--- config.mk ---
export PLATFORM = sky130hd
export DESIGN_NAME = mrd_stage_seq
export DESIGN_NICKNAME = d
export VERILOG_FILES = /design/src/rtl/mrd_stage_seq.sv
export SDC_FILE = /design/constraint.sdc
export NUM_CORES = 1
export LEC_CHECK = 0
export BUFFER_PORTS_ARGS = -buffer_cell sky130_fd_sc_hd__buf_2
export CORE_ASPECT_RATIO = 1.5
export CORE_MARGIN = 10
export CORE_UTILIZATION = 30
export CTS_CLUSTER_SIZE = 8
export DETAILED_ROUTE_END_ITERATION = 7
export PLACE_DENSITY = 0.62
export REMOVE_ABC_BUFFERS = 1
export SLEW_MARGIN = 20
export SYNTH_ARGS = -nofsm -noshare
export SYNTH_HDL_FRONTEND = slang
export SYNTH_SLANG_ARGS = --single-unit
export TNS_END_PERCENT = 1
--- constraint.sdc ---
create_clock -name clk -period 5.2 [get_ports clk]
set_clock_uncertainty 0.2 [all_clocks]
set_input_delay 1.04 -clock clk [delete_from_list [all_inputs] [get_ports clk]]
set_output_delay 1.04 -clock clk [all_outputs]
set_load 0.005 [all_outputs]
--- src/rtl/mrd_stage_seq.sv ---
`default_nettype none
// ============================================================================
// Module   : mrd_stage_seq
// Purpose  : Mixed-radix DFT stage sequencer; emits one (stage, group, point,
//            twiddle exponent) read tuple per valid/ready handshake.
// Options  : MRD_SEQ_TWDL_EN builds the twiddle-exponent generator.
// Revision : 1.0
// ============================================================================
module mrd_stage_seq #(
    parameter int PTS_W   = 12,
    parameter int MAX_STG = 6
) (
    input  logic                     clk,
    input  logic                     rst,
    input  logic                     start,
    input  logic [2:0]               num_factors,
    input  logic [MAX_STG*3-1:0]     nf,
    input  logic [MAX_STG*PTS_W-1:0] dftpts_div_nf,
    input  logic [MAX_STG*PTS_W-1:0] twdl_demontr,
    input  logic [2:0]               stage_of_rdx2,
    input  logic                     wr_done,
    output logic                     busy,
    output logic                     rd_valid,
    input  logic                     rd_ready,
    output logic [2:0]               rd_stage,
    output logic [PTS_W-1:0]         rd_grp,
    output logic [2:0]               rd_pt,
    output logic [PTS_W-1:0]         rd_twdl_exp,
    output logic                     rd_is_rdx2,
    output logic                     rd_last,
    output logic                     stage_done,
    output logic                     all_done
);

    localparam logic [1:0] S_IDLE = 2'd0;
    localparam logic [1:0] S_RD   = 2'd1;
    localparam logic [1:0] S_WAIT = 2'd2;
    localparam logic [1:0] S_DONE = 2'd3;

    localparam logic [PTS_W-1:0] c_one_pts = {{(PTS_W-1){1'b0}}, 1'b1};

    logic [1:0]       r_state;
    logic [2:0]       r_num_factors;
    logic [2:0]       r_rdx2;
    logic [2:0]       r_nf_a  [MAX_STG];
    logic [PTS_W-1:0] r_grp_a [MAX_STG];
    logic [2:0]       r_stage;
    logic [PTS_W-1:0] r_grp;
    logic [2:0]       r_pt;
    logic             r_stage_done;

    logic [2:0]       w_nf_cur;
    logic [PTS_W-1:0] w_grps_cur;
    logic [2:0]       w_stage_inc;
    logic             w_start_acc;
    logic             w_wr_acc;
    logic             w_acc;
    logic             w_pt_end;
    logic             w_grp_end;
    logic             w_final;

    assign w_nf_cur    = r_nf_a[r_stage];
    assign w_grps_cur  = r_grp_a[r_stage];
    assign w_stage_inc = r_stage + 3'd1;
    assign w_start_acc = (r_state == S_IDLE) && start;
    assign w_wr_acc    = (r_state == S_WAIT) && wr_done;
    assign w_acc       = (r_state == S_RD) && rd_ready;
    assign w_pt_end    = (r_pt == w_nf_cur - 3'd1);
    assign w_grp_end   = (r_grp == w_grps_cur - c_one_pts);
    assign w_final     = w_acc && w_pt_end && w_grp_end;

    always_ff @(posedge clk) begin
        if (rst) begin
            r_state       <= S_IDLE;
            r_num_factors <= 3'd0;
            r_rdx2        <= 3'd7;
            r_stage       <= 3'd0;
            r_grp         <= '0;
            r_pt          <= 3'd0;
            r_stage_done  <= 1'b0;
            for (int s = 0; s < MAX_STG; s++) begin
                r_nf_a[s]  <= 3'd0;
                r_grp_a[s] <= '0;
            end
        end else begin
            r_stage_done <= 1'b0;
            case (r_state)
                S_IDLE: begin
                    if (start) begin
                        r_num_factors <= num_factors;
                        r_rdx2        <= stage_of_rdx2;
                        for (int s = 0; s < MAX_STG; s++) begin
                            r_nf_a[s]  <= nf[3*s +: 3];
                            r_grp_a[s] <= dftpts_div_nf[PTS_W*s +: PTS_W];
                        end
                        r_stage <= 3'd0;
                        r_grp   <= '0;
                        r_pt    <= 3'd0;
                        r_state <= (num_factors == 3'd0) ? S_DONE : S_RD;
                    end
                end
                S_RD: begin
                    if (w_final) begin
                        // Counters hold on the last tuple; they clear when write-back finishes.
                        r_stage_done <= 1'b1;
                        r_state      <= S_WAIT;
                    end else if (w_acc) begin
                        if (w_pt_end) begin
                            r_pt  <= 3'd0;
                            r_grp <= r_grp + c_one_pts;
                        end else begin
                            r_pt <= r_pt + 3'd1;
                        end
                    end
                end
                S_WAIT: begin
                    if (wr_done) begin
                        r_stage <= w_stage_inc;
                        r_grp   <= '0;
                        r_pt    <= 3'd0;
                        r_state <= (w_stage_inc == r_num_factors) ? S_DONE : S_RD;
                    end
                end
                S_DONE: begin
                    r_state <= S_IDLE;
                end
                default: begin
                    r_state <= S_IDLE;
                end
            endcase
        end
    end

`ifdef MRD_SEQ_TWDL_EN
    logic [PTS_W-1:0] r_den_a [MAX_STG];
    logic [PTS_W-1:0] r_k;
    logic [PTS_W-1:0] r_exp;
    logic [PTS_W-1:0] w_den_nxt;

    // k tracks grp mod the next stage's denominator; exp accumulates pt*k.
    assign w_den_nxt = r_den_a[w_stage_inc];

    always_ff @(posedge clk) begin
        if (rst) begin
            r_k   <= '0;
            r_exp <= '0;
            for (int s = 0; s < MAX_STG; s++) begin
                r_den_a[s] <= '0;
            end
        end else begin
            if (w_start_acc) begin
                for (int s = 0; s < MAX_STG; s++) begin
                    r_den_a[s] <= twdl_demontr[PTS_W*s +: PTS_W];
                end
            end
            if (w_start_acc || w_wr_acc) begin
                r_k   <= '0;
                r_exp <= '0;
            end else if (w_acc && !w_final) begin
                if (w_pt_end) begin
                    r_exp <= '0;
                    r_k   <= (r_k == w_den_nxt - c_one_pts) ? '0 : r_k + c_one_pts;
                end else begin
                    r_exp <= r_exp + r_k;
                end
            end
        end
    end

    assign rd_twdl_exp = r_exp;
`else
    logic w_unused_twdl;
    assign w_unused_twdl = ^twdl_demontr;
    assign rd_twdl_exp   = '0;
`endif

    assign busy       = (r_state != S_IDLE);
    assign rd_valid   = (r_state == S_RD);
    assign all_done   = (r_state == S_DONE);
    assign stage_done = r_stage_done;
    assign rd_stage   = r_stage;
    assign rd_grp     = r_grp;
    assign rd_pt      = r_pt;
    assign rd_last    = rd_valid && w_pt_end && w_grp_end;
    assign rd_is_rdx2 = rd_valid && (r_stage == r_rdx2);

endmodule
`default_nettype wire
==> results.yml, run 1 <==
logic_synthesis:
  syn_area_per_cell_um2: 11.9
  synthTopCellsByArea: "edfxtp_1 (43%), dfxtp_1 (9.6%), and2_1 (9.5%)"
  synth-async-reset-ratio_pct: 0
  yosysTopAreaCellShare_pct: 43.0
  synth.distinct_cells: 65
  yosysSeqAreaShare_pct: 52.6
  ys.warnings.count: 0
  synth_area_leader_cell: "edfxtp_1"
  ys.flop_type: "edfxtp_1"
  syn_area_um2: 6280
  syn_inst: 529
  yosys_register_bits: 120
  synth_edf_count: 90
clocking:
  cts.sinks: 120
  worstSkewPairLatency_ns: 0.42
  clk_pin_slew_worst_paths_ns: 0.06
  postCtsHoldBufs: 0
  clk_path_buf_depth: 2
  cts_tree: "yes"
  htree_levels: 4
  root_buffer: "clkbuf_16"
  numCtsBuffers: 17
final_layout:
  n_antenna_cell: 0
  drive_gt1_share_pct: 30.8
  multi_input_area_um2: 2790
  fin_cells: 933
  fillers: 2061
  seqCellArea_um2: 3310
  final_cell_mix: "buf_2 (124), and2_1 (95), edfxtp_1 (90)"
  nets: 834
  final_common_cell: "buf_2"
  area_growth_pct: 24.1
global_route:
  grt_util_all_layers_pct: 11.1
  gr-total-overflow: 0
  antenna_found_initial: 0
  grt_max_degree: 91
  first_global_vias: 4510
  grt_pass1_wl_mm: 23.7
routing:
  firstDrtPassIters: 4
  vias_per_cell: 4.67
  drt_iter0_markers: 137
  dr_wl_met2_mm: 7.67
  wire_per_inst_um: 16.1
  highest_layer: "met4"
  num_vias: 4358
  wl_mm: 15.1
  wl_met3_um: 788
  postRouteAntennaNets: 0
  drcViolationCount: 0
  met1Wirelength_mm: 6.02
floorplan:
  ios: 209
  dieArea_um2: 27200
  die_width_um: 138
  rows: 64
  design.core.area_um2: 20500
  start_util_pct: 30.6
  die_h_um: 197
critical_path:
  worstPathCellList: "buf_4, mux2_2, mux4_2, nor3_4, nand4_2, mux2_4, a211oi_2, and4bb_2, buf_2"
  start_kind: "flip-flop"
  cp.buffers_inverters: 2
  worstPathRequired_ns: 3.96
  reg2reg_slack_ns: 0.96
  path_class: "reg2out"
  cp_top_family: "multiplexers"
  slowest_stage: "mux4_2"
  cp.arrival_ns: 3.60
  slowest_delay_ns: 0.55
  worstSetupEndpointType: "output pin"
  cp_max_fo: 19
place:
  dp_hpwl_mm: 11.3
  portBuffers: 124
  placedCellCount: 901
  place.gp.congestion: 0.778
sta:
  hold_viol: 0
  slew_violations: 0
  finalCritPeriodShare_pct: 93.0
  rsz0062_at_grt: "no"
  slew_headroom_pct: 38.9
  worst_slew_pin_slew_ns: 0.913
  tns_ns: 0
  fmax_mhz: 207
  setup_viol: 0
  min_period_ns: 4.84
pwr:
  swShare_pct: 23.8
  p_switching_mw: 0.640
  powerDensity_nw_per_um2: 346
  p_clk_share_pct: 44.8
  power_leakage_nw: 3.11
  peakVddDrop_mv: 0.181
  power_frac_seq_pct: 42.8
  combPwrFrac_pct: 12.4
  power.internal_mw: 2.05
outcome:
  outcome: "completed"
min_path:
  min_path_type: "reg2reg"
run:
  max-cap-violations: 0
-- repair_timing --
item,CTS,global route
setup buffers,0,0
setup endpoints to repair,0,1
resized for setup,0,2
-- layout make-up --
type / instances / area share (%)
inverters: 6 / 0.289
repair buffers: 136 / 9.27
clock buffers: 24 / 6.96
well taps: 264 / 4.24
flip-flops and latches: 120 / 42.4
clock inverters: 8 / 1.01
multi-input cells: 375 / 35.8
-- Yosys cell counts, drive strengths merged (5+ instances only) --
cell / n
and2: 95
edfxtp: 90
nand2: 31
dfxtp: 30
mux2i: 26
buf: 24
a21oi: 23
mux2: 17
nor2: 17
clkbuf: 15
o21ai: 14
xnor2: 13
mux4: 12
xor2: 12
nor2b: 8
nand3: 7
nand4: 7
or4: 7
inv: 6
nor3: 6
o31ai: 6
ha: 5
nor3b: 5
or3: 5
-- final timing paths --
check,start,end,cells past startpoint
setup / recovery,flip-flop,rd_last,9
hold / removal,rd_grp[11]$_SDFFE_PP0P_,rd_grp[11]$_SDFFE_PP0P_,2
setup reg to reg,flip-flop,rd_pt[0]$_SDFFE_PP0P_,13
hold reg to reg,rd_grp[11]$_SDFFE_PP0P_,rd_grp[11]$_SDFFE_PP0P_,2
-- per-stage QoR --
stage	area, um2	setup slack [ns]	util, %	power (mW)	hold slack (ns)
after floorplan	6100	0.641	-	1.39	0.281
after global placement	7170	0.666	35.0	1.51	0.296
after detailed placement	7170	0.667	35.0	1.51	0.299
after CTS	7790	0.191	38.0	2.73	0.309
after global routing	7800	0.0940	38.0	2.82	0.362
final	7800	0.361	38.0	2.70	0.306
-- cell families after synthesis --
group | share of synthesized area (%)
xor+xnor | 3.49
buf+inv | 3.82
other cells | 0.0597
compound gates | 7.73
fa+ha+maj | 0.996
flops | 52.6
simple gates | 19.7
mux | 11.6
-- power groups by stage --
stage,clock network [mW],registers [mW],logic [mW]
after floorplan,0,1.17,0.221
after global placement,0,1.17,0.335
after detailed placement,0,1.17,0.339
after CTS,1.24,1.15,0.341
after global routing,1.28,1.16,0.375
final,1.21,1.15,0.334
-- state kept, by name (all words and copies together) (netlist names), named ones only --
register	flops
r_grp_a	72
r_nf_a	18
rd_grp	12
r_num_factors	3
r_rdx2	3
rd_pt	3
rd_stage	3
r_state	2
stage_done	1
-- worst register-to-register path: stages, from the launching register on --
cell and delay, ns:
dfxtp_2 0.37, mux2_1 0.35, mux4_2 0.51, inv_1 0.08, ha_1 0.15, xnor2_1 0.14, xnor2_1 0.14, nor4_2 0.48
o2111a_1 0.27, nand4b_1 0.15, o41ai_4 0.84, buf_4 0.27, or3_1 0.11, a21oi_1 0.05
-- layer usage --
layer  track usage, %  vias to the layer above
met1             11.7                     2053
met5                0                        -
met2             18.9                      108
li1                 -                     2163
met4             6.97                        0
met3             3.42                       34
No activity file was read; power rests on OpenSTA's default activity.
==> inputs of run 2 (changes only) <==
--- a/config.mk
+++ b/config.mk
@@ -11,7 +11,7 @@
 export CORE_UTILIZATION = 30
 export CTS_CLUSTER_SIZE = 8
 export DETAILED_ROUTE_END_ITERATION = 7
-export PLACE_DENSITY = 0.62
+export PLACE_DENSITY = 0.56
 export REMOVE_ABC_BUFFERS = 1
 export SLEW_MARGIN = 20
 export SYNTH_ARGS = -nofsm -noshare
==> constraint.sdc (replaced) <==
create_clock -name clk -period 5.2 [get_ports clk]
set_clock_uncertainty 0.2 [all_clocks]
set_input_delay 0.52 -clock clk [delete_from_list [all_inputs] [get_ports clk]]
set_output_delay 0.52 -clock clk [all_outputs]
set_load 0.005 [all_outputs]
==> results.yml, run 2 (synthesis gave the netlist of run 1 again) <==
outcome:
  outcome: "completed"
final_layout:
  final_common_cell: "buf_2"
  drive_gt1_share_pct: 29.7
  n_antenna_cell: 0
  area_growth_pct: 22.6
  final_cell_mix: "buf_2 (124), and2_1 (95), edfxtp_1 (90)"
  max_flop_register: "r_grp_a"
  largest_reg_flops: 72
  nets: 831
floorplan:
  rows: 64
  dieArea_um2: 27200
  start_util_pct: 30.6
  ios: 209
  die_width_um: 138
  design.core.area_um2: 20500
  die_h_um: 197
clocking:
  postCtsHoldBufs: 0
  root_buffer: "clkbuf_16"
  htree_levels: 4
  worstSkewPairLatency_ns: 0.41
  clk_pin_slew_worst_paths_ns: 0.06
  clk_path_buf_depth: 2
  cts_setup_buffers: 0
  cts.sinks: 120
  cts_tree: "yes"
  post_cts_resized: 0
  numCtsBuffers: 17
critical_path:
  start_kind: "flip-flop"
  worstPathRequired_ns: 4.48
  cp_max_fo: 22
  cp.arrival_ns: 3.82
  reg2reg_slack_ns: 0.99
  path_class: "reg2out"
  worstSetupEndpointType: "output pin"
global_route:
  grt_util_all_layers_pct: 11.1
  antenna_found_initial: 0
  gr-total-overflow: 0
  grt_max_degree: 68
  grt_pass1_wl_mm: 24.1
  first_global_vias: 4570
sta:
  finalCritPeriodShare_pct: 87.4
  setup_viol: 0
  rsz0062_at_grt: "no"
  slew_violations: 0
  fin_ws_ns: 0.658
  slew_headroom_pct: 36.7
  fmax_mhz: 220
  worst_slew_pin_slew_ns: 0.949
  min_period_ns: 4.54
  tns_ns: 0
  hold_viol: 0
routing:
  drt_iter0_markers: 167
  postRouteAntennaNets: 0
  firstDrtPassIters: 4
  wl_mm: 15.3
  wire_per_inst_um: 16.5
  num_vias: 4380
  drcViolationCount: 0
  vias_per_cell: 4.71
place:
  detailedPlace.worstSlack_ns: 0.939
  portBuffers: 124
  place.gp.congestion: 0.780
  dp_hpwl_mm: 11.7
pwr:
  powerDensity_nw_per_um2: 339
  peakVddDrop_mv: 0.195
  power.total_mw: 2.61
  power_leakage_nw: 3.04
min_path:
  min_path_type: "in2reg"
  hold_start: "stage_of_rdx2[1]"
run:
  max-cap-violations: 0
==> run 2: area by class of cell <==
class                   count  area [um2]
multi-input cells         375        2790
inverters                   6        22.5
repair buffers            133         688
clock inverters            13         130
clock buffers              19         433
well taps                 264         330
flip-flops and latches    120        3310
fillers                  2069       12800
==> run 2: through the flow <==
stage | std cells | instance area, um2 | hold WS [ns] | util [%]
2_1_floorplan | 501 | 6100 | 0.281 | -
3_3_place_gp | 898 | 7140 | 0.291 | 34.8
3_5_place_dp | 898 | 7140 | 0.293 | 34.8
4_1_cts | 930 | 7700 | 0.0955 | 37.6
5_1_grt | 930 | 7700 | 0.0931 | 37.6
6_report | 930 | 7700 | 0.112 | 37.6
==> run 2: path summary, 6_finish.rpt <==
path / endpoint / cells after the start
worst max register to register: rd_grp[5]$_SDFFE_PP0P_ / 11
worst min register to register: rd_grp[11]$_SDFFE_PP0P_ / 2
worst max-delay path: rd_last / 10
worst min-delay path: r_rdx2[1]$_SDFFE_PP1P_ / 2
==> run 2: power by group <==
part,total [mW],internal (mW),switching [mW]
registers,1.16,1.12,0.0340
clock network,1.13,0.700,0.429
logic,0.327,0.150,0.177
==> run 2: worst max-delay path: stages, from the launching register on <==
cell and delay (ns):
dfxtp_2 0.79, mux4_2 0.59, a21oi_1 0.18, ha_1 0.18, xnor2_1 0.13, xnor2_1 0.13
nor4_2 0.53, nand3_1 0.13, nor4b_1 0.31, and4bb_2 0.31, buf_2 0.13
==> run 2: routing by layer <==
layer / global-route usage, % / share of wire [%] / up-vias
li1: - / - / 2157
met1: 11.6 / 39 / 2113
met2: 20.6 / 56 / 99
met3: 3.27 / 5.2 / 11
met4: 3.99 / 0.65 / 0
met5: 0 / 0 / -
==> inputs of run 3 (changes only) <==
--- a/config.mk
+++ b/config.mk
@@ -11,7 +11,7 @@
 export CORE_UTILIZATION = 30
 export CTS_CLUSTER_SIZE = 8
 export DETAILED_ROUTE_END_ITERATION = 7
-export PLACE_DENSITY = 0.56
+export PLACE_DENSITY = 0.58
 export REMOVE_ABC_BUFFERS = 1
 export SLEW_MARGIN = 20
 export SYNTH_ARGS = -nofsm -noshare
==> constraint.sdc (replaced) <==
create_clock -name clk -period 3.7 [get_ports clk]
set_clock_uncertainty 0.2 [all_clocks]
set_input_delay 0.37 -clock clk [delete_from_list [all_inputs] [get_ports clk]]
set_output_delay 0.37 -clock clk [all_outputs]
set_load 0.005 [all_outputs]
==> results.yml, run 3 (synthesis gave the netlist of run 1 again) <==
floorplan:
  start_util_pct: 30.6
  die_width_um: 138
  dieArea_um2: 27200
  rows: 64
  ios: 209
  design.core.area_um2: 20500
  die_h_um: 197
global_route:
  grt_max_degree: 91
  grt_pass1_wl_mm: 24.4
  grt_util_all_layers_pct: 11.4
  antenna_found_initial: 0
  first_global_vias: 4803
  gr-total-overflow: 0
pwr:
  p_clk_share_pct: 43.5
  power_leakage_nw: 3.36
  power.internal_mw: 2.93
  powerDensity_nw_per_um2: 466
  peakVddDrop_mv: 0.302
  p_switching_mw: 0.946
  combPwrFrac_pct: 14.7
  swShare_pct: 24.4
  power_frac_seq_pct: 41.8
final_layout:
  final_common_cell: "buf_2"
  final_cell_mix: "buf_2 (124), and2_1 (95), edfxtp_1 (90)"
  drive_gt1_share_pct: 36.5
  fillers: 2028
  max_flop_register: "r_grp_a"
  area_growth_pct: 32.4
  n_antenna_cell: 0
  nets: 875
  fin_util_pct: 40.6
  largest_reg_flops: 72
routing:
  postRouteAntennaNets: 0
  wl_mm: 15.5
  wire_per_inst_um: 15.9
  drcViolationCount: 0
  num_vias: 4490
  vias_per_cell: 4.61
  firstDrtPassIters: 4
  drt_iter0_markers: 180
clocking:
  cts.sinks: 120
  clk_pin_slew_worst_paths_ns: 0.06
  worstSkewPairLatency_ns: 0.42
  cts_tree: "yes"
  clk_path_buf_depth: 2
  root_buffer: "clkbuf_16"
  htree_levels: 4
  numCtsBuffers: 17
sta:
  min_period_ns: 3.82
  setup_viol: 2
  rsz0062_at_grt: "yes"
  fin_ws_ns: -0.122
  slew_headroom_pct: 55.2
  finalCritPeriodShare_pct: 103
  hold_viol: 0
  slew_violations: 0
  hold-worst-slack_ns: 0.0198
  worst_slew_pin_slew_ns: 0.671
  fmax_mhz: 262
place:
  portBuffers: 124
  place.gp.congestion: 0.792
  detailedPlace.worstSlack_ns: -0.0944
  dp_hpwl_mm: 11.7
outcome:
  violations: "negative setup slack"
  outcome: "finished with violations"
critical_path:
  start_kind: "flip-flop"
  cp_max_fo: 8
  worstPathRequired_ns: 3.13
  path_class: "reg2out"
  cp.arrival_ns: 3.25
  worstSetupEndpointType: "output pin"
min_path:
  min_path_type: "in2reg"
run:
  max-cap-violations: 0
-- run 3: power by group through the flow --
stage / Combinational, mW / Clock (mW) / Sequential, mW
finish: 0.570 / 1.68 / 1.62
global route: 0.631 / 1.79 / 1.63
CTS: 0.575 / 1.73 / 1.62
detailed placement: 0.524 / 0 / 1.65
global placement: 0.518 / 0 / 1.64
floorplan: 0.311 / 0 / 1.64
-- run 3: final cells by class --
cell class                 instances  area [um2]  share of cell area [%]
tap                              264         330                    3.97
sequential                       120        3310                    39.8
multi-input combinational        375        2930                    35.2
clock inverter                    10        70.1                   0.843
timing repair buffer             177        1100                    13.2
inverter                           6        22.5                   0.271
clock buffer                      22         551                    6.62
-- run 3: through the flow --
stage               instances  power, mW  TNS, ns  instance area, um2
finish                    974       3.87   -0.126                8310
global route              974       4.05    -1.51                8310
CTS                       974       3.93   -0.242                8280
detailed placement        931       2.17   -0.408                7420
global placement          931       2.16   -0.286                7420
floorplan                 501       1.95   -12.26                6100
-- run 3: final timing paths --
path,startpoint,endpoint,slack [ns],cells past startpoint
worst max-delay path,flip-flop,rd_last,-0.12,9
worst min-delay path,num_factors[0],r_num_factors[0]$_SDFFE_PP0P_,0.02,3
worst max register to register,flip-flop,rd_grp[6]$_SDFFE_PP0P_,0,13
worst min register to register,r_num_factors[1]$_SDFFE_PP0P_,r_num_factors[1]$_SDFFE_PP0P_,0.32,2
-- run 3: worst max-delay path: stages (launching register included) --
cell	delay [ns]
dfxtp_4	0.42
buf_12	0.15
mux2_4	0.29
mux4_2	0.53
nor3_4	0.27
nand4_4	0.16
mux2_4	0.34
a211oi_4	0.25
and4bb_2	0.29
buf_2	0.13
-- run 3: what timing repair did --
item	4_1_cts	5_1_grt
hold buffers	6	0
pin swaps	22	3
buffers inserted	6	0
endpoints found under the hold margin	6	0
gates resized for setup	27	9
endpoints found under the setup margin	16	18
-- run 3: per-layer routing --
layer	wire length, um	vias to the layer above	GRT usage (%)
met4	437	0	5.79
li1	-	2243	-
met2	8280	104	20.7
met1	6120	2118	11.6
met5	0	-	0
met3	657	25	3.22
